### src/rtl/alu_seq.sv
// alu_seq: registered WIDTH-bit ALU with status flags and a shift-add multiplier.
// Ports: clk/rst_n, in_valid/in_ready + a/b/cin/opcode in, out_valid/out_ready + result/result_hi/flags out.
module alu_seq #(
    parameter int WIDTH = 8
) (
    input  logic             clk,
    input  logic             rst_n,
    input  logic             in_valid,
    output logic             in_ready,
    input  logic [WIDTH-1:0] a,
    input  logic [WIDTH-1:0] b,
    input  logic             cin,
    input  logic [2:0]       opcode,
    output logic             out_valid,
    input  logic             out_ready,
    output logic [WIDTH-1:0] result,
    output logic [WIDTH-1:0] result_hi,
    output logic             cout,
    output logic             zero,
    output logic             neg,
    output logic             ovf
);

    localparam int CW = (WIDTH > 2) ? $clog2(WIDTH) : 1;
    localparam int M  = WIDTH - 1;

    typedef enum logic [2:0] {
        OP_ADD = 3'b000,
        OP_SUB = 3'b001,
        OP_AND = 3'b010,
        OP_OR  = 3'b011,
        OP_XOR = 3'b100,
        OP_SHL = 3'b101,
        OP_SHR = 3'b110,
        OP_MUL = 3'b111
    } op_e;

    typedef enum logic [1:0] {
        IDLE = 2'd0,
        BUSY = 2'd1,
        DONE = 2'd2
    } state_e;

    state_e             state_q;
    logic               in_ready_q;
    logic               out_valid_q;
    logic [WIDTH-1:0]   result_q;
    logic [WIDTH-1:0]   result_hi_q;
    logic               cout_q;
    logic               zero_q;
    logic               neg_q;
    logic               ovf_q;
    logic [CW-1:0]      cnt_q;
    logic [WIDTH-1:0]   mcand_q;
    logic [2*WIDTH-1:0] prod_q;

    logic [WIDTH-1:0]   alu_res_d;
    logic               alu_c_d;
    logic               alu_v_d;
    logic [WIDTH:0]     sum_w;
    logic [WIDTH-1:0]   b_inv;
    logic [WIDTH:0]     mul_sum;
    logic [2*WIDTH-1:0] prod_d;

    assign b_inv = ~b;

    // Single-cycle ops, evaluated straight from the input bundle.
    always_comb begin
        alu_res_d = '0;
        alu_c_d   = 1'b0;
        alu_v_d   = 1'b0;
        sum_w     = '0;
        unique case (op_e'(opcode))
            OP_ADD: begin
                sum_w     = {1'b0, a} + {1'b0, b} + {{WIDTH{1'b0}}, cin};
                alu_res_d = sum_w[M:0];
                alu_c_d   = sum_w[WIDTH];
                alu_v_d   = (a[M] == b[M]) && (sum_w[M] != a[M]);
            end
            OP_SUB: begin
                // cout=1 here means no borrow
                sum_w     = {1'b0, a} + {1'b0, b_inv} + {{WIDTH{1'b0}}, 1'b1};
                alu_res_d = sum_w[M:0];
                alu_c_d   = sum_w[WIDTH];
                alu_v_d   = (a[M] == b_inv[M]) && (sum_w[M] != a[M]);
            end
            OP_AND: alu_res_d = a & b;
            OP_OR:  alu_res_d = a | b;
            OP_XOR: alu_res_d = a ^ b;
            OP_SHL: begin
                alu_res_d = {a[M-1:0], cin};
                alu_c_d   = a[M];
            end
            OP_SHR: begin
                alu_res_d = {cin, a[M:1]};
                alu_c_d   = a[0];
            end
            OP_MUL: alu_res_d = '0;
        endcase
    end

    // One shift-add step: high half accumulates the multiplicand when
    // the current multiplier LSB (low half bit 0) is set, then shift right.
    always_comb begin
        mul_sum = {1'b0, prod_q[2*WIDTH-1:WIDTH]}
                + (prod_q[0] ? {1'b0, mcand_q} : {(WIDTH+1){1'b0}});
        prod_d  = {mul_sum, prod_q[M:1]};
    end

    always_ff @(posedge clk or negedge rst_n) begin
        if (!rst_n) begin
            state_q     <= IDLE;
            in_ready_q  <= 1'b1;
            out_valid_q <= 1'b0;
            result_q    <= '0;
            result_hi_q <= '0;
            cout_q      <= 1'b0;
            zero_q      <= 1'b0;
            neg_q       <= 1'b0;
            ovf_q       <= 1'b0;
            cnt_q       <= '0;
            mcand_q     <= '0;
            prod_q      <= '0;
        end else begin
            unique case (state_q)
                IDLE: begin
                    if (in_valid && in_ready_q) begin
                        in_ready_q <= 1'b0;
                        if (op_e'(opcode) == OP_MUL) begin
                            mcand_q <= a;
                            prod_q  <= {{WIDTH{1'b0}}, b};
                            cnt_q   <= CW'(WIDTH - 1);
                            state_q <= BUSY;
                        end else begin
                            result_q    <= alu_res_d;
                            result_hi_q <= '0;
                            cout_q      <= alu_c_d;
                            zero_q      <= (alu_res_d == '0);
                            neg_q       <= alu_res_d[M];
                            ovf_q       <= alu_v_d;
                            out_valid_q <= 1'b1;
                            state_q     <= DONE;
                        end
                    end
                end
                BUSY: begin
                    prod_q <= prod_d;
                    if (cnt_q == '0) begin
                        result_q    <= prod_d[M:0];
                        result_hi_q <= prod_d[2*WIDTH-1:WIDTH];
                        cout_q      <= |prod_d[2*WIDTH-1:WIDTH];
                        zero_q      <= (prod_d[M:0] == '0);
                        neg_q       <= prod_d[M];
                        ovf_q       <= 1'b0;
                        out_valid_q <= 1'b1;
                        state_q     <= DONE;
                    end else begin
                        cnt_q <= cnt_q - CW'(1);
                    end
                end
                DONE: begin
                    if (out_ready) begin
                        out_valid_q <= 1'b0;
                        in_ready_q  <= 1'b1;
                        state_q     <= IDLE;
                    end
                end
                default: begin
                    state_q     <= IDLE;
                    in_ready_q  <= 1'b1;
                    out_valid_q <= 1'b0;
                end
            endcase
        end
    end

    assign in_ready  = in_ready_q;
    assign out_valid = out_valid_q;
    assign result    = result_q;
    assign result_hi = result_hi_q;
    assign cout      = cout_q;
    assign zero      = zero_q;
    assign neg       = neg_q;
    assign ovf       = ovf_q;

endmodule

### config.mk
export PLATFORM = sky130hd
export DESIGN_NAME = alu_seq
export DESIGN_NICKNAME = d
export VERILOG_FILES = /design/src/rtl/alu_seq.sv
export SDC_FILE = /design/constraint.sdc
export NUM_CORES = 1
export LEC_CHECK = 0
export ABC_AREA = 1
export BUFFER_PORTS_ARGS = -buffer_cell sky130_fd_sc_hd__buf_2
export CORE_MARGIN = 3
export CORE_UTILIZATION = 50
export CTS_BUF_LIST = sky130_fd_sc_hd__clkbuf_4 sky130_fd_sc_hd__clkbuf_8 sky130_fd_sc_hd__clkbuf_16
export DETAILED_ROUTE_END_ITERATION = 16
export PLACE_DENSITY = 0.7
export SLEW_MARGIN = 15
export SYNTH_ARGS = -nofsm -noshare
export SYNTH_HDL_FRONTEND = slang
export SYNTH_SLANG_ARGS = --single-unit
### constraint.sdc
create_clock -name clk -period 2.9 [get_ports clk]
set_input_delay 0.145 -clock clk [delete_from_list [all_inputs] [get_ports clk]]
set_output_delay 0.145 -clock clk [all_outputs]
set_load 0.01 [all_outputs]
# Yosys cells after proc, flatten, opt, wreduce, memory -nomap -nowiden
# Index checks and enable logic that the tools add are counted.
[totals]
regBits = 51
input_bits = 24
out_inout_bits = 22
word_cells = 107
[op_classes]
addsub = 6
n_eq_ne = 19
n_mux = 48
bitwise_logic = 5
n_reduce_logical = 17
[ops]
columns = ["op", "count"]
rows = [
  ["$pmux W8 S8", 1],
  ["$mux W8", 7],
  ["$mux W16", 2],
  ["$pmux W16 S2", 1],
  ["$pmux W8 S2", 2],
  ["$add A8 B8 Y9", 3],
  ["$mux W1", 18],
  ["$logic_not A8 Y1", 2],
  ["$eq A3 B3 Y1 const B", 4],
  ["$ne A2 B2 Y1 const B", 6],
  ["$reduce_and A3 Y1", 4],
  ["$reduce_and A4 Y1", 3],
  ["$pmux W1 S2", 5],
  ["$add A9 B1 Y9", 1],
  ["$add A9 B1 Y9 const B", 1],
  ["$mux W3", 3],
  ["$and A8 B8 Y8", 1],
  ["$mux W2", 4],
  ["$not A8 Y8", 1],
  ["$or A8 B8 Y8", 1],
  ["$reduce_or A8 Y1", 1],
  ["$xor A8 B8 Y8", 1],
  ["$eq A3 B2 Y1 const B", 2],
  ["$logic_not A3 Y1", 2],
  ["14 further kinds", 19],
]

# Longest topological paths before layout
# Gate-level depths: netlist of run 1.
[logic_depth]
ltp_word = 9
mapped_depth = 17
mapped_depth_nobuf = 16

# Worst setup path before layout of run 1
# No wires, ideal clock.
[synth_timing]
kind = "register to register"
start = "register prod_q[0]"
end = "register cout_q, in the netlist cout"
setup_ps = 113
t_arrival_ps = 1928
required_ps = 2787
path_slack_ps = 859
path_stages_with_launch = 16
path_buffers = 1
synth_period_minus_slack_ps = 2041
path_cell_list = "dfrtp_1 clkbuf_1 nand2_1 inv_1 ha_1 inv_1 fa_1 inv_1 nor2_1 nand3_1 nor2_1 nand3_1 nand2_1 nand4_1 nand2_1 inv_1"
[synth_between]
elab_chain_len = 5
[synth_rtl]
columns = ["element", "line_no", "rtl"]
rows = [
  ["from (decl)", "55", "logic [2*WIDTH-1:0] prod_q;"],
  ["from (signal assigned)", "131", "prod_q <= {{WIDTH{1'b0}}, b};"],
  ["from (signal assigned)", "147", "prod_q <= prod_d;"],
  ["$mux W8", "106", "+ (prod_q[0] ? {1'b0, mcand_q} : {(WIDTH+1){1'b0}});"],
  ["$add A8 B8 Y9", "106", ""],
  ["$reduce_or A8 Y1", "151", "cout_q <= |prod_d[2*WIDTH-1:WIDTH];"],
  ["$mux W1", "148", "if (cnt_q == '0) begin"],
  ["$pmux W1 S2", "125", "unique case (state_q)"],
  ["to (signal assigned)", "137", "cout_q <= alu_c_d;"],
  ["to (signal assigned)", "151", ""],
  ["to (decl)", "49", "logic cout_q;"],
]
# Every way passes these cells. The select of a mux whose other input is x is not followed.
# A chain may end at the register's enable or synchronous reset.

# Worst setup path in the final report of run 1
# Same ends and word-level chain as after synthesis.

==> results.json, run 1 <==
{
  "post-route-period-util_pct": 76.1,
  "place.gp.congestion": 0.952,
  "hold_depth": 3,
  "syn_to_final_growth_pct": 8.67,
  "n_antenna_cell": 0,
  "post_drt_wl_per_cell_um": 15.2,
  "die_area_um2": 9190,
  "place_hpwl_um": 8870,
  "syn_avg_cell_area_um2": 6.81,
  "cts_tree": "done",
  "finalSetupTns_ps": 0,
  "peakVddDrop_v": 0.000327,
  "drtIter0Drc": 202,
  "die_w_um": 95.9,
  "vias_per_cell": 5.53,
  "drc": 0,
  "cp_slowest_stage_delay_ps": 540,
  "path_max_fanout": 9,
  "nets": 691,
  "clk_path_buf_depth": 2,
  "cts_setup_buffers": 0,
  "drive_above_1_share_pct": 11.3,
  "antenna_left": 0,
  "start_kind": "flip-flop",
  "rows": 32,
  "cp.arrival_ps": 2410,
  "crit_path_end_kind": "flip-flop",
  "grt_start_max_net_pins": 40,
  "clk_pin_slew_ps": 100,
  "hold_slack_ps": 102,
  "fmax_mhz": 453,
  "io_buffers": 45,
  "setup_violations": 0,
  "crit_chain": "nand2_1, inv_1, ha_1, inv_1, fa_1, inv_1, nor2_1, nand3_1, nor2_1, nand3_1, nand2_1, nand4_1, nand2_1, inv_1",
  "worst_pin_slew_ps": 859,
  "htreeDepth": 2,
  "p_per_area_nw_per_um2": 765,
  "grt.overflow.total": 0,
  "path_buf_inv": 4,
  "drt-total-wl_um": 11100,
  "clkSinkCount": 50,
  "path_common_cell": "inv_1",
  "yosys.cell_types.count": 38,
  "r2r-end": "cout$_DFFE_PN0P_",
  "dp.cells": 723,
  "slew_headroom_pct": 42.7,
  "critPathSlowestCell": "fa_1",
  "numCtsBuffers": 5,
  "clock_latency_ps": 310,
  "dieHeight_um": 95.9,
  "critical_path_class": "reg2reg",
  "yosysWarnings": 0,
  "rsz0062_at_grt": "false",
  "syn_nets": 655,
  "grt_pass1_wl_um": 18300,
  "layoutNonFillerInstCount": 732,
  "start_util_pct": 52.0,
  "netlist.area_leader.share_pct": 30.3,
  "total_leakage_power_nw": 2.47,
  "synth_area_leader_cell": "dfrtp_1",
  "status": "complete, no violations",
  "synth_area_leaders": "dfrtp_1 30%, nand2_1 16%, ha_1 11%, inv_1 7.9%, nand3_1 6.4%",
  "cts_root_buffer": "clkbuf_8",
  "synth-seq-cells": 50,
  "min_to": "state_q[1]$_DFFE_PN0P_",
  "crit_required_ps": 3110,
  "io_pins": 46,
  "r2r-start": "prod_q[0]$_DFFE_PN0P_",
  "finalHoldViolations": 0,
  "grt_usage_pct": 25.7,
  "rrSetupSlack_ps": 690,
  "synthCells": 593,
  "ys_seq_area_share_pct": 31.0,
  "critical-path-top-delay-family": "simple AND/OR/NAND/NOR gates",
  "core_area_um2": 7770,
  "ff2ff_path_depth": 14,
  "hold_path.class": "in2reg",
  "skew_ps": 9.10,
  "drv_cap": 0,
  "num_vias": 4046,
  "hp-start": "out_ready",
  "netlist_area_um2": 4040,
  "slew_violations": 0,
  "drt-pass1-iter-count": 5,
  "antenna_found_initial": 0,
  "timing.final.crit_period_ps": 2210,
  "grt_pass1_vias": 3795
}
[metrics by stage]
stage	power [W]	cell area (um2)	util (%)	setup slack [ps]
floorplan	0.00248	4040	-	859
global placement	0.00292	4290	55.2	721
detailed placement	0.00296	4290	55.2	680
CTS	0.00337	4390	56.5	713
global route	0.00369	4390	56.5	488
finish	0.00336	4390	56.5	694
[power by group]
group / switching (W) / internal, W
Sequential: 0.000190 / 0.00100
Combinational: 0.00115 / 0.000602
Clock: 0.000241 / 0.000170
[worst max path at each step]
stage / from / end / depth (start not counted)
finish: prod_q[0]$_DFFE_PN0P_ / cout$_DFFE_PN0P_ / 14
global route: in_ready$_DFFE_PN1P_ / zero$_DFFE_PN0P_ / 11
CTS: prod_q[0]$_DFFE_PN0P_ / cout$_DFFE_PN0P_ / 14
detailed placement: a[0] / zero$_DFFE_PN0P_ / 14
global placement: state_q[1]$_DFFE_PN0P_ / cout$_DFFE_PN0P_ / 10
floorplan: prod_q[0]$_DFFE_PN0P_ / cout$_DFFE_PN0P_ / 15
[state kept, by name (all words and copies together), names as in the netlist]
register and count:
prod_q 16, mcand_q 8, result 8, result_hi 8, cnt_q 3, state_q 2
cout 1, in_ready 1, out_valid 1, ovf 1, zero 1
[cells in the mapped netlist, drive strengths merged]
library cell and count:
nor2 57, buf 15, o21ai 32, o22ai 3
a21oi 18, dfstp 1, xor2 3, o221ai 1
a21o 1, and2 1, ha 34, nand3 54
xnor2 2, nand4 21, nand3b 1, nor4 1
dfrtp 49, fa 4, o311ai 1, nor3 5
o21a 2, inv 92, or2 3, clkinv 1
o21bai 2, clkbuf 4, a21boi 2, a31oi 12
o31ai 3, nand2 168
[layer usage]
layer  global-route usage, %  up-vias  wire length, um
li1                        -     1979                -
met1                    35.5     1874             4970
met2                    41.6      170             5040
met3                    2.89       23              757
met4                    9.00        0              354
met5                       0        -                0
[layout make-up]
| type | instances | area, um2 |
|---|---|---|
| clock buffers | 5 | 68.8 |
| clock inverters | 3 | 21.3 |
| fillers | 779 | 3380 |
| inverters | 93 | 349 |
| multi-input cells | 431 | 2320 |
| flip-flops and latches | 50 | 1250 |
| well taps | 102 | 128 |
| repair buffers | 48 | 250 |
[cells by family after synthesis]
group | Yosys count | share of synthesized area (%)
AND/OR/NAND/NOR | 311 | 32.9
AO/OA/AOI/OAI | 77 | 10.9
adder cells (fa/ha/maj) | 38 | 12.5
flip-flops | 50 | 31.0
XOR/XNOR | 5 | 1.08
buffers and inverters | 112 | 11.6
[placed cells by master, fill, tap and decap left out, types with 2 or more instances in the layout]
cell      instances
o21ai_0          25
buf_2            45
nand3_2           2
fa_1              4
o21a_1            2
or2_2             3
nor2_1           55
inv_1            85
buf_4             2
a21oi_1          18
o31ai_1           2
o21bai_1          2
nand2_1         168
xnor2_1           2
o21ai_1           7
nand4_1          21
inv_2             7
dfrtp_1          49
a21boi_0          2
a31oi_1          12
nor3_1            5
clkbuf_8          5
o22ai_1           3
ha_1             34
nand3_1          52
xor2_1            3
[repair_timing]
item / in CTS / in global routing
gates resized for setup: 0 / 0
endpoints found under the setup margin: 0 / 0
hold buffers: 1 / 0
endpoints found under the hold margin: 37 / 0
[worst min-delay path: stages]
cell	delay (ps)
buf_2	70
nand3b_1	110
nand2_1	50
Power figures use the tool's default switching activity.
==> inputs of run 2 (changes only) <==
==> constraint.sdc (replaced) <==
create_clock -name clk -period 2.2 [get_ports clk]
set_input_delay 0.11 -clock clk [delete_from_list [all_inputs] [get_ports clk]]
set_output_delay 0.11 -clock clk [all_outputs]
set_load 0.01 [all_outputs]
==> results.json, run 2 (same netlist as run 1, synthesis figures left out) <==
{
  "grt_start_max_net_pins": 22,
  "cts_setup_buffers": 0,
  "p_per_area_nw_per_um2": 1040,
  "nets": 701,
  "r2r-start": "mcand_q[0]$_DFFE_PN0P_",
  "hold_path.class": "in2reg",
  "die_w_um": 95.9,
  "io_pins": 46,
  "worst_pin_slew_ps": 453,
  "clk_path_buf_depth": 2,
  "endpoint": "cout$_DFFE_PN0P_",
  "syn_to_final_growth_pct": 12.1,
  "antenna_found_initial": 0,
  "io_buffers": 45,
  "r2r-end": "cout$_DFFE_PN0P_",
  "numCtsBuffers": 5,
  "drt-pass1-iter-count": 5,
  "grt_usage_pct": 25.8,
  "die_area_um2": 9190,
  "htreeDepth": 2,
  "num_vias": 3967,
  "rrSetupSlack_ps": 140,
  "p_sw_w": 0.00211,
  "dieHeight_um": 95.9,
  "n_antenna_cell": 0,
  "rsz0062_at_grt": "false",
  "grt_pass1_vias": 3768,
  "final_common_cell": "nand2_1",
  "post_drt_wl_per_cell_um": 15.0,
  "clock_latency_ps": 310,
  "pwr-share-clk_pct": 14.7,
  "drv_cap": 0,
  "place.gp.congestion": 0.961,
  "comb_power_share_pct": 52.4,
  "layout_common_cells": "168 x nand2_1, 85 x inv_1, 55 x nor2_1",
  "peakVddDrop_v": 0.000454,
  "skew_ps": 8.69,
  "total_leakage_power_nw": 2.54,
  "drc": 0,
  "cts_tree": "done",
  "grt.overflow.total": 0,
  "timing.final.crit_period_ps": 2060,
  "start_kind": "flip-flop",
  "pwr-share-seq_pct": 32.9,
  "critPathLaunch": "mcand_q[0]$_DFFE_PN0P_",
  "switching_share_pct": 44.5,
  "core_area_um2": 7770,
  "crit_required_ps": 2400,
  "place_hpwl_um": 9020,
  "fmax_mhz": 486,
  "largest_reg_flops": 16,
  "cts_root_buffer": "clkbuf_8",
  "drtIter0Drc": 182,
  "clkSinkCount": 50,
  "critical_path_class": "reg2reg",
  "finalHoldViolations": 0,
  "dp.cells": 733,
  "layoutNonFillerInstCount": 742,
  "fillCellCount": 785,
  "setup_violations": 0,
  "drive_above_1_share_pct": 13.3,
  "crit_path_end_kind": "flip-flop",
  "p_int_w": 0.00263,
  "vias_per_cell": 5.35,
  "drt-total-wl_um": 11200,
  "largest_register": "prod_q",
  "finalSetupTns_ps": 0,
  "status": "complete, no violations",
  "post-route-period-util_pct": 93.6,
  "start_util_pct": 52.0,
  "rows": 32,
  "slew_violations": 0,
  "hp-start": "out_ready",
  "cp.arrival_ps": 2260,
  "clk_pin_slew_ps": 90,
  "ff2ff_path_depth": 14,
  "slew_headroom_pct": 69.7,
  "path_max_fanout": 3,
  "antenna_left": 0,
  "grt_pass1_wl_um": 18200
}
-- run 2: power by group through the flow --
| stage | Combinational [W] | Sequential (W) | Clock, W |
|---|---|---|---|
| floorplan | 0.00167 | 0.00160 | 0 |
| global placement | 0.00240 | 0.00155 | 0 |
| detailed placement | 0.00245 | 0.00157 | 0 |
| CTS | 0.00246 | 0.00155 | 0.000705 |
| global route | 0.00284 | 0.00161 | 0.000740 |
| finish | 0.00248 | 0.00156 | 0.000694 |
-- run 2: cell type report --
type / instances / area [um2] / share of cell area [%]
tap: 102 / 128 / 2.82
multi-input combinational: 431 / 2340 / 51.7
clock buffer: 7 / 90.1 / 1.99
inverter: 93 / 349 / 7.71
clock inverter: 1 / 30.0 / 0.663
sequential: 50 / 1250 / 27.6
timing repair buffer: 58 / 338 / 7.46
-- run 2: worst max-delay path, stage by stage, from the launching register on --
cell     delay [ps]
dfrtp_1         360
nand2_1          60
inv_1            50
ha_1            150
inv_1            60
fa_2            560
inv_1            60
nor2_1          110
nand3_1          90
nor2_1          130
nand3_1          90
nand2_1          70
nand4_1          70
nand2_1          60
inv_1            40
-- run 2: worst min path at each step --
stage / endpoint / slack (ps) / cells after the start
after CTS: state_q[1]$_DFFE_PN0P_ / 70 / 3
after global routing: state_q[1]$_DFFE_PN0P_ / 70 / 3
after global placement: result_hi[2]$_DFFE_PN0P_ / 40 / 1
after floorplan: cnt_q[0]$_DFFE_PN0P_ / -190 / 0
after detailed placement: result_hi[3]$_DFFE_PN0P_ / 40 / 1
final: state_q[1]$_DFFE_PN0P_ / 70 / 3
-- run 2: timing repair --
item,4_1_cts,5_1_grt
setup endpoints to repair,0,1
resized for setup,0,4
hold buffers,1,0
hold endpoints to repair,13,0
-- run 2: stage by stage --
| step | setup WS (ps) | utilization (%) | hold WS, ps | area, um2 | total power [W] |
|---|---|---|---|---|---|
| floorplan | 159 | - | -186 | 4040 | 0.00327 |
| finish | 141 | 58.3 | 69.0 | 4530 | 0.00473 |
| global placement | 109 | 56.4 | 39.0 | 4380 | 0.00396 |
| global route | 1.60 | 58.3 | 69.2 | 4530 | 0.00518 |
| CTS | 115 | 58.0 | 65.4 | 4510 | 0.00472 |
| detailed placement | 73.6 | 56.4 | 44.9 | 4380 | 0.00402 |
-- run 2: metal layers --
| metal | vias to the layer above | routed length [um] | track usage [%] |
|---|---|---|---|
| met5 | - | 0 | 0 |
| met4 | 0 | 342 | 9.60 |
| met2 | 130 | 5130 | 43.0 |
| met3 | 28 | 609 | 3.21 |
| li1 | 1998 | - | - |
| met1 | 1811 | 5070 | 34.0 |
